<file path="config.mk">
export PLATFORM = sky130hd
export DESIGN_NAME = lcd_host_flat
export DESIGN_NICKNAME = d
export VERILOG_FILES = /design/src/rtl/lcd_pkg.sv /design/src/rtl/lcd_host_if.sv /design/src/rtl/lcd_win_buf.sv /design/src/rtl/lcd_host.sv /design/src/flat_wrapper.sv
export SDC_FILE = /design/constraint.sdc
export NUM_CORES = 1
export LEC_CHECK = 0
export BUFFER_PORTS_ARGS = -buffer_cell sky130_fd_sc_hd__buf_2
export CORE_MARGIN = 2
export CORE_UTILIZATION = 55
export DETAILED_ROUTE_END_ITERATION = 16
export HOLD_SLACK_MARGIN = 0.08
export PLACE_DENSITY = 0.77
export SETUP_SLACK_MARGIN = 0.02
export SYNTH_ARGS = -nofsm -noshare
export SYNTH_HDL_FRONTEND = slang
export SYNTH_SLANG_ARGS = --single-unit
</file>
<file path="constraint.sdc">
create_clock -name clk -period 3.9 [get_ports clk]
set_input_delay 0.195 -clock clk [delete_from_list [all_inputs] [get_ports clk]]
set_output_delay 0.195 -clock clk [all_outputs]
set_load 0.02 [all_outputs]
</file>
<file path="src/rtl/lcd_pkg.sv">
// Command codes, FSM state encoding and default sizing shared by the LCD host blocks.
package lcd_pkg;

   typedef enum logic [2:0] {
      CMD_REFRESH  = 3'd0,
      CMD_LOAD     = 3'd1,
      CMD_ZOOM_IN  = 3'd2,
      CMD_ZOOM_OUT = 3'd3,
      CMD_SHIFT_R  = 3'd4,
      CMD_SHIFT_L  = 3'd5,
      CMD_SHIFT_U  = 3'd6,
      CMD_SHIFT_D  = 3'd7
   } cmd_e;

   typedef enum logic [2:0] {
      S_IDLE,
      S_ISSUE,
      S_LOAD,
      S_WAIT,
      S_DONE
   } state_e;

   localparam int DEF_IMG_PIXELS = 64;
   localparam int DEF_WIN_PIXELS = 16;
   localparam int DEF_TIMEOUT    = 200;

endpackage

</file>
<file path="src/rtl/lcd_host_if.sv">
// Bundle of upstream request, image ROM, LCD controller and window-read signals around lcd_host.
// master = the host itself; slave = the surrounding requester, ROM and LCD controller.
interface lcd_host_if;
   logic       req_valid;
   logic [2:0] req_cmd;
   logic       req_ready;
   logic [5:0] img_addr;
   logic [7:0] img_data;
   logic [2:0] cmd;
   logic       cmd_valid;
   logic [7:0] datain;
   logic       busy;
   logic [7:0] dataout;
   logic       output_valid;
   logic [3:0] win_addr;
   logic [7:0] win_data;
   logic       done;
   logic       err;

   modport master (
      input  req_valid, req_cmd, img_data, busy, dataout, output_valid, win_addr,
      output req_ready, img_addr, cmd, cmd_valid, datain, win_data, done, err
   );

   modport slave (
      output req_valid, req_cmd, img_data, busy, dataout, output_valid, win_addr,
      input  req_ready, img_addr, cmd, cmd_valid, datain, win_data, done, err
   );
endinterface

</file>
<file path="src/rtl/lcd_win_buf.sv">
// Window capture buffer: one synchronous write port, one combinational read port.
// Contents are don't-care after reset, so the array carries no reset.
module lcd_win_buf #(
   parameter int DEPTH = 16,
   parameter int AW    = 4,
   parameter int DW    = 8
) (
   input  logic          clk,
   input  logic          we,
   input  logic [AW-1:0] waddr,
   input  logic [DW-1:0] wdata,
   input  logic [AW-1:0] raddr,
   output logic [DW-1:0] rdata
);
   logic [DW-1:0] mem_q [DEPTH];

   always_ff @(posedge clk) begin
      if (we) begin
         mem_q[waddr] <= wdata;
      end
   end

   assign rdata = mem_q[raddr];

endmodule

</file>
<file path="src/rtl/lcd_host.sv">
// LCD host: accepts one command, strobes it to the controller, streams the image on LOAD and captures the window.
// Strobe waits on busy; datain trails img_addr by one cycle; requests are taken only when idle.
module lcd_host
   import lcd_pkg::*;
#(
   parameter int IMG_PIXELS = DEF_IMG_PIXELS,
   parameter int WIN_PIXELS = DEF_WIN_PIXELS,
   parameter int TIMEOUT    = DEF_TIMEOUT
) (
   input  logic       clk,
   input  logic       reset,
   lcd_host_if.master bus
);
   localparam int             WCW       = $clog2(TIMEOUT + 1);
   localparam logic [5:0]     PIX_LAST  = 6'(IMG_PIXELS - 1);
   localparam logic [4:0]     WIN_FULL  = 5'(WIN_PIXELS);
   localparam logic [WCW-1:0] WAIT_LAST = WCW'(TIMEOUT - 1);

   state_e         state_q, state_d;
   cmd_e           cmd_q, cmd_d;
   logic [5:0]     pix_q, pix_d;
   logic [4:0]     beat_q, beat_d;
   logic [WCW-1:0] wait_q, wait_d;
   logic           err_q, err_d;

   logic accept, strobe, beat_vld, beat_wr, wait_rel, wait_tmo, wait_exit;

   assign accept    = (state_q == S_IDLE) && bus.req_valid;
   assign strobe    = (state_q == S_ISSUE) && !bus.busy;
   assign beat_vld  = (state_q != S_IDLE) && bus.output_valid;
   assign beat_wr   = beat_vld && (beat_q < WIN_FULL);
   // Non-LOAD commands reach WAIT one cycle after the strobe; give the controller a cycle to raise busy.
   assign wait_rel  = !bus.busy && ((wait_q != '0) || (cmd_q == CMD_LOAD));
   assign wait_tmo  = (wait_q == WAIT_LAST);
   assign wait_exit = (state_q == S_WAIT) && (wait_rel || wait_tmo);

   always_ff @(posedge clk or negedge reset) begin
      if (!reset) begin
         state_q <= S_IDLE;
         cmd_q   <= CMD_REFRESH;
         pix_q   <= '0;
         beat_q  <= '0;
         wait_q  <= '0;
         err_q   <= 1'b0;
      end else begin
         state_q <= state_d;
         cmd_q   <= cmd_d;
         pix_q   <= pix_d;
         beat_q  <= beat_d;
         wait_q  <= wait_d;
         err_q   <= err_d;
      end
   end

   always_comb begin
      state_d = state_q;
      unique case (state_q)
         S_IDLE:  if (accept) state_d = S_ISSUE;
         S_ISSUE: if (strobe) state_d = (cmd_q == CMD_LOAD) ? S_LOAD : S_WAIT;
         S_LOAD:  if (pix_q == PIX_LAST) state_d = S_WAIT;
         S_WAIT:  if (wait_exit) state_d = S_DONE;
         S_DONE:  state_d = S_IDLE;
         default: state_d = S_IDLE;
      endcase
   end

   always_comb begin
      cmd_d  = cmd_q;
      pix_d  = pix_q;
      beat_d = beat_q;
      wait_d = '0;
      err_d  = err_q;
      if (state_q == S_LOAD) begin
         pix_d = pix_q + 6'd1;
      end
      if (state_q == S_WAIT) begin
         wait_d = wait_q + WCW'(1);
      end
      // Beat count saturates so a runaway controller can never wrap it back into range.
      if (beat_vld) begin
         if (beat_q != 5'h1f) begin
            beat_d = beat_q + 5'd1;
         end
         if (!beat_wr) begin
            err_d = 1'b1;
         end
      end
      if (wait_exit && (!wait_rel || (beat_q != WIN_FULL))) begin
         err_d = 1'b1;
      end
      if (accept) begin
         cmd_d  = cmd_e'(bus.req_cmd);
         pix_d  = '0;
         beat_d = '0;
         wait_d = '0;
         err_d  = 1'b0;
      end
   end

   always_comb begin
      bus.req_ready = (state_q == S_IDLE);
      bus.cmd_valid = strobe;
      bus.cmd       = cmd_q;
      bus.img_addr  = (state_q == S_LOAD) ? (pix_q + 6'd1) : 6'd0;
      bus.datain    = (state_q == S_LOAD) ? bus.img_data : 8'd0;
      bus.done      = (state_q == S_DONE);
      bus.err       = err_q;
   end

   lcd_win_buf #(
      .DEPTH (WIN_PIXELS),
      .AW    (4),
      .DW    (8)
   ) u_win_buf (
      .clk   (clk),
      .we    (beat_wr),
      .waddr (beat_q[3:0]),
      .wdata (bus.dataout),
      .raddr (bus.win_addr),
      .rdata (bus.win_data)
   );

endmodule

</file>
<file path="src/flat_wrapper.sv">
// flat-port wrapper written by rule: the top's interface ports become plain ports
module lcd_host_flat import lcd_pkg::*;
#(
   parameter int IMG_PIXELS = DEF_IMG_PIXELS,
   parameter int WIN_PIXELS = DEF_WIN_PIXELS,
   parameter int TIMEOUT    = DEF_TIMEOUT
)
  (clk, reset, bus_req_valid, bus_req_cmd, bus_img_data, bus_busy, bus_dataout, bus_output_valid, bus_win_addr, bus_req_ready, bus_img_addr, bus_cmd, bus_cmd_valid, bus_datain, bus_win_data, bus_done, bus_err);
  lcd_host_if bus_i ();
  input  logic clk;
  input  logic reset;
  input wire logic [$bits(bus_i.req_valid)-1:0] bus_req_valid;
  input wire logic [$bits(bus_i.req_cmd)-1:0] bus_req_cmd;
  input wire logic [$bits(bus_i.img_data)-1:0] bus_img_data;
  input wire logic [$bits(bus_i.busy)-1:0] bus_busy;
  input wire logic [$bits(bus_i.dataout)-1:0] bus_dataout;
  input wire logic [$bits(bus_i.output_valid)-1:0] bus_output_valid;
  input wire logic [$bits(bus_i.win_addr)-1:0] bus_win_addr;
  output wire logic [$bits(bus_i.req_ready)-1:0] bus_req_ready;
  output wire logic [$bits(bus_i.img_addr)-1:0] bus_img_addr;
  output wire logic [$bits(bus_i.cmd)-1:0] bus_cmd;
  output wire logic [$bits(bus_i.cmd_valid)-1:0] bus_cmd_valid;
  output wire logic [$bits(bus_i.datain)-1:0] bus_datain;
  output wire logic [$bits(bus_i.win_data)-1:0] bus_win_data;
  output wire logic [$bits(bus_i.done)-1:0] bus_done;
  output wire logic [$bits(bus_i.err)-1:0] bus_err;
  assign bus_i.req_valid = bus_req_valid;
  assign bus_i.req_cmd = bus_req_cmd;
  assign bus_i.img_data = bus_img_data;
  assign bus_i.busy = bus_busy;
  assign bus_i.dataout = bus_dataout;
  assign bus_i.output_valid = bus_output_valid;
  assign bus_i.win_addr = bus_win_addr;
  assign bus_req_ready = bus_i.req_ready;
  assign bus_img_addr = bus_i.img_addr;
  assign bus_cmd = bus_i.cmd;
  assign bus_cmd_valid = bus_i.cmd_valid;
  assign bus_datain = bus_i.datain;
  assign bus_win_data = bus_i.win_data;
  assign bus_done = bus_i.done;
  assign bus_err = bus_i.err;
  lcd_host #(.IMG_PIXELS(IMG_PIXELS), .WIN_PIXELS(WIN_PIXELS), .TIMEOUT(TIMEOUT)) u_core (.clk(clk), .reset(reset), .bus(bus_i));
endmodule
</file>
After elaboration in Yosys (flattened, before gate mapping)
Memory sizes are Yosys's and may differ from the RTL's.
Index checks and enable logic that the tools add are counted.
W data, S select, Z words.
{"block": "classes", "add_sub_neg": 3, "mul": 0, "n_div": 0, "order_cmp": 1, "eq_ne": 14, "n_shift": 0, "n_mux": 21, "bitwise_logic": 0, "reduce_logical": 22}
{"op": "$mux W8", "n": 3}
{"op": "$mux W6", "n": 3}
{"op": "$mux W5", "n": 3}
{"op": "$mux W3", "n": 4}
{"op": "$pmux W3 S4", "n": 1}
{"op": "$ne A5 B5 Y1 const B", "n": 2}
{"op": "$add A8 B1 Y8 const B", "n": 1}
{"op": "$eq A8 B8 Y1 const B", "n": 1}
{"op": "$reduce_bool A8 Y1", "n": 1}
{"op": "$logic_and A1 B1 Y1", "n": 7}
{"op": "$mux W1", "n": 7}
{"op": "$add A6 B1 Y6 const B", "n": 1}
{"op": "$eq A3 B1 Y1 const B", "n": 2}
{"op": "$eq A3 B2 Y1 const B", "n": 2}
{"op": "$eq A6 B6 Y1 const B", "n": 1}
{"op": "$ne A2 B1 Y1 const B", "n": 3}
{"op": "$reduce_bool A2 Y1", "n": 3}
{"op": "$reduce_bool A3 Y1", "n": 2}
{"op": "$add A5 B1 Y5 const B", "n": 1}
{"op": "$lt A5 B5 Y1 const B", "n": 1}
{"op": "$reduce_and A2 Y1", "n": 2}
{"op": "$reduce_and A4 Y1", "n": 1}
{"op": "$eq A3 B3 Y1 const B", "n": 1}
{"op": "$logic_not A3 Y1", "n": 1}
{"op": "other kinds (4)", "n": 7}
{"block": "totals", "ff_bits": 26, "latchBits": 0, "ram_bits": 128, "romBits": 0, "output_inout_bits": 29, "memories": 1}
{"memory": "u_core.u_win_buf.mem_q", "words": 16, "width": 8, "rd": 1, "rd_ports_with_merged_regs": 0, "write_ports": 1, "line_no": "lcd_win_buf.sv:15", "text": "logic [DW-1:0] mem_q [DEPTH];"}

Longest topological paths before layout
{"block": "depth", "depth_word": 8, "ltp_mapped": 6}

Modules after synthesis
A second synthesis with hierarchy kept.
{"block": "hier_totals", "hier_cells": 377, "hier_area_um2": 6443.7}
{"mod": "lcd_win_buf", "n_inst": 1, "cells_each": 221, "area_each_um2": 4987.3, "seq_area_each_um2": 3843.7}
{"mod": "lcd_host", "n_inst": 1, "cells_each": 156, "area_each_um2": 1456.4, "seq_area_each_um2": 650.6}

Worst setup path after synthesis
OpenSTA, ideal clock, no wires.
{"block": "synth_path", "path_kind": "reg-to-reg", "startpoint": "register u_core.state_q[0]", "endpoint": "memory u_core.u_win_buf.mem_q[2][0], enable pin", "setup_ns": 0.383, "arrival_time_ns": 1.667, "required_time_ns": 3.517, "setup_slack_ns": 1.849, "path_stages_with_launch": 6, "path_buffers": 1, "cell_sequence": "dfrtp_1 -> clkbuf_1 -> o31ai_1 -> nor2_1 -> nand2_1 -> nor3_1"}
{"block": "synth_via", "elab_chain_cells": 5}
{"element": "start, declared", "line_no": "lcd_host.sv:19", "text": "state_e state_q, state_d;"}
{"element": "start signal, assigned", "line_no": "lcd_host.sv:46", "text": "state_q <= state_d;"}
{"element": "$reduce_bool A3 Y1", "line_no": "lcd_host.sv:30", "text": "assign beat_vld = (state_q != S_IDLE) && bus.output_valid;"}
{"element": "$logic_and A1 B1 Y1", "line_no": "lcd_host.sv:30"}
{"element": "$logic_and A1 B1 Y1", "line_no": "lcd_host.sv:31", "text": "assign beat_wr = beat_vld && (beat_q < WIN_FULL);"}
{"element": "$mux W1", "line_no": "lcd_win_buf.sv:18", "text": "if (we) begin"}
{"element": "$mux W1 (not written as such)", "line_no": "lcd_win_buf.sv:19", "text": "mem_q[waddr] <= wdata;"}
{"element": "end, declared", "line_no": "lcd_win_buf.sv:15"}
No other way between the ends.

Worst setup path after layout
{"block": "layout_path", "startpoint": "register u_core.state_q[1]", "endpoint": "output bus_img_addr[1]"}
{"block": "layout_via", "elab_chain_cells": 2}
{"element": "$eq A3 B2 Y1", "line_no": "lcd_host.sv:104", "text": "bus.img_addr = (state_q == S_LOAD) ? (pix_q + 6'd1) : 6'd0;"}
{"element": "$mux W6", "line_no": "lcd_host.sv:104"}
{"element": "end, declared", "line_no": "flat_wrapper.sv:20", "text": "output wire logic [$bits(bus_i.img_addr)-1:0] bus_img_addr;"}
No other way between the ends.

==> flow_metrics.tcl <==
set metrics [dict create \
    required_ps 3700 \
    arrival_ps 2310 \
    drive_gt1_share_pct 27.0 \
    report.final.hold_viol_count 0 \
    cp-end-kind "output port" \
    numCtsBuffers 17 \
    cts_tree "done" \
    postLayoutCellArea_um2 7490 \
    routed_wl_mm 12.6 \
    ys_ff_latch 154 \
    grt_pass1_wl_mm 19.5 \
    fmax_mhz 399 \
    fin_nets 463 \
    post_drt_via_cell_ratio 5.84 \
    slew_headroom_pct 26.5 \
    area_growth_syn_to_layout_pct 16.3 \
    fp.dieW_um 112 \
    overflow 0 \
    power.density_nw_per_um2 620 \
    stdcell_count 583 \
    place.gp.congestion 0.776 \
    syn_area_per_cell_um2 17.8 \
    outcome "completed" \
    yosys_warnings 0 \
    cp-startpoint "u_core.state_q[1]" \
    grt_usage_pct 21.4 \
    crit_path_end "bus_img_addr[1]" \
    cts_root_buffer "clkbuf_16" \
    worstReg2RegStart "u_core.state_q[0]" \
    holdCritPathClass "in2reg" \
    die_area_um2 12600 \
    grt_pass1_vias 3502 \
    place_hpwl_mm 8.01 \
    rsz0062_at_grt "no" \
    num_rows 39 \
    worst_pin_slew_ps 1100 \
    drv_slew 0 \
    worstSkewPairLatency_ps 420 \
    grt_max_degree 33 \
    nFillCells 799 \
    start_util_pct 56.4 \
    skew_ps 5.50 \
    drtPass1Iterations 4 \
    io_pins 57 \
    setup_viol 0 \
    cts_sinks 154 \
    dp.cells 547 \
    port_buffers 56 \
    crit_type "reg2out" \
    worstReg2RegEnd "u_core.u_win_buf.mem_q[2][5]" \
    synthesis.area_um2 6440 \
    routedWlPerCell_um 21.6 \
    drc 0 \
    ys_seq_area_share_pct 69.8 \
    place_area_um2 6820 \
    top_usage_layer "met2" \
    ctsLongestPathBuffers 2 \
    antenna_found_initial 0 \
    crit_fanout 13 \
    grt.met2_usage_pct 35.1 \
    reg2reg_depth 4 \
    yosysUniqueCellTypes 39 \
    period_needed_ps 2500 \
    ff2ff_setup_slack_ps 1440 \
    fin_ws_ps 1400 \
    final_common_cell "edfxtp_1" \
    start_kind "register" \
    die_y_um 112 \
    drtIter0Drc 257 \
    htree_levels 4 \
    max-cap-violations 0 \
    irDropWorstVdd_mv 0.395 \
    core_um2 11400 \
    synth_nets 398 \
    finalCritPeriodShare_pct 64.2 \
    clk_pin_slew_ps 60 \
    num_antenna_cells 0 \
    antenna_left 0 \
    fin_util_pct 65.6 \
    final_cell_mix "128 x edfxtp_1, 56 x buf_2, 34 x nor2_1" \
    grt_use_met3_pct 5.35 \
    num_vias 3406 \
    p_leak_uw 0.00276 \
    post_cts_buffers 0 \
    grtUsageMet1_pct 28.1 \
    dp_slack_ps 1380 \
    fin_tns_setup_ps 0 \
    postSynthCellCount 362 \
]
synthesized netlist by cell type, drive strengths merged:
| cell type | number | area share [%] |
|---|---|---|
| a211oi | 1 | 0.12 |
| a21o | 3 | 0.35 |
| a21oi | 2 | 0.16 |
| and2 | 9 | 0.87 |
| and3 | 5 | 0.49 |
| and4 | 1 | 0.14 |
| buf | 11 | 1.5 |
| clkbuf | 6 | 0.37 |
| dfrtp | 26 | 10 |
| edfxtp | 128 | 60 |
| ha | 8 | 1.6 |
| inv | 6 | 0.35 |
| mux4 | 40 | 15 |
| nand2 | 24 | 1.4 |
| nand2b | 2 | 0.19 |
| nand3 | 9 | 0.70 |
| nand4 | 2 | 0.19 |
| nand4b | 1 | 0.14 |
| nor2 | 34 | 2.0 |
| nor2b | 1 | 0.097 |
| nor3 | 7 | 0.54 |
| nor3b | 3 | 0.35 |
| nor4 | 1 | 0.097 |
| nor4b | 2 | 0.27 |
| o21ai | 7 | 0.54 |
| o21bai | 1 | 0.12 |
| o31ai | 2 | 0.23 |
| o41ai | 1 | 0.14 |
| or3 | 1 | 0.097 |
| or3b | 2 | 0.27 |
| or4 | 1 | 0.12 |
| xnor2 | 7 | 0.95 |
| xor2 | 8 | 1.1 |
power breakdown:
part	switching, uW	internal, uW
combinational	464	301
sequential	151	1980
clock	617	1120
total	1230	3410
state kept, by name (all words and copies together) (netlist names):
register,flops
u_core.beat_q,5
u_core.pix_q,6
u_core.state_q,3
u_core.bus.cmd,3
u_core.bus.err,1
u_core.wait_q,8
u_core.u_win_buf.mem_q,128
stage by stage:
stage	hold slack [ps]	total power (uW)
floorplan	-101	2670
global placement	225	2890
detailed placement	225	2930
CTS	112	4670
global route	137	4840
finish	131	4640
critical path, stage by stage (launching register included):
cell and delay, ps:
dfrtp_1 520, nor3b_1 920, and2_1 270, buf_2 170
layer usage:
| metal | part of all wire (%) | wire (um) | up-vias |
|---|---|---|---|
| li1 | - | - | 1545 |
| met1 | 42 | 5220 | 1711 |
| met2 | 50 | 6270 | 137 |
| met3 | 7.3 | 915 | 13 |
| met4 | 1.2 | 156 | 0 |
| met5 | 0 | 0 | - |
logic make-up after synthesis:
kind of cell	after synthesis	share of synthesized area (%)
multiplexers	40	14.8
XOR/XNOR	15	2.04
AO/OA/AOI/OAI	17	1.65
flip-flops	154	69.8
buffers and inverters	23	2.23
AND/OR/NAND/NOR	105	7.94
adder cells (fa/ha/maj)	8	1.55
repair_timing:
action / 4_1_cts / 5_1_grt
hold buffers: 4 / 0
endpoints found under the hold margin: 29 / 0
resized for setup: 0 / 0
worst min path at each step:
stage	start	endpoint	slack, ps	cells past startpoint
global route	bus_busy	u_core.state_q[1]	140	3
global placement	reset	u_core.wait_q[7]	230	1
CTS	bus_busy	u_core.state_q[1]	110	3
detailed placement	reset	u_core.wait_q[7]	230	1
floorplan	reset	u_core.beat_q[0]	-100	0
finish	bus_busy	u_core.state_q[1]	130	3
cell type report:
class / instances / area, um2 / area share (%)
Clock inverter: 14 / 203 / 2.71
Inverter: 6 / 22.5 / 0.301
Clock buffer: 18 / 429 / 5.73
Multi-Input combinational cell: 185 / 1820 / 24.3
Timing Repair Buffer: 63 / 343 / 4.58
Tap cell: 143 / 179 / 2.39
Sequential cell: 154 / 4490 / 60.0
Note: power is estimated with default switching activity, not from simulation.
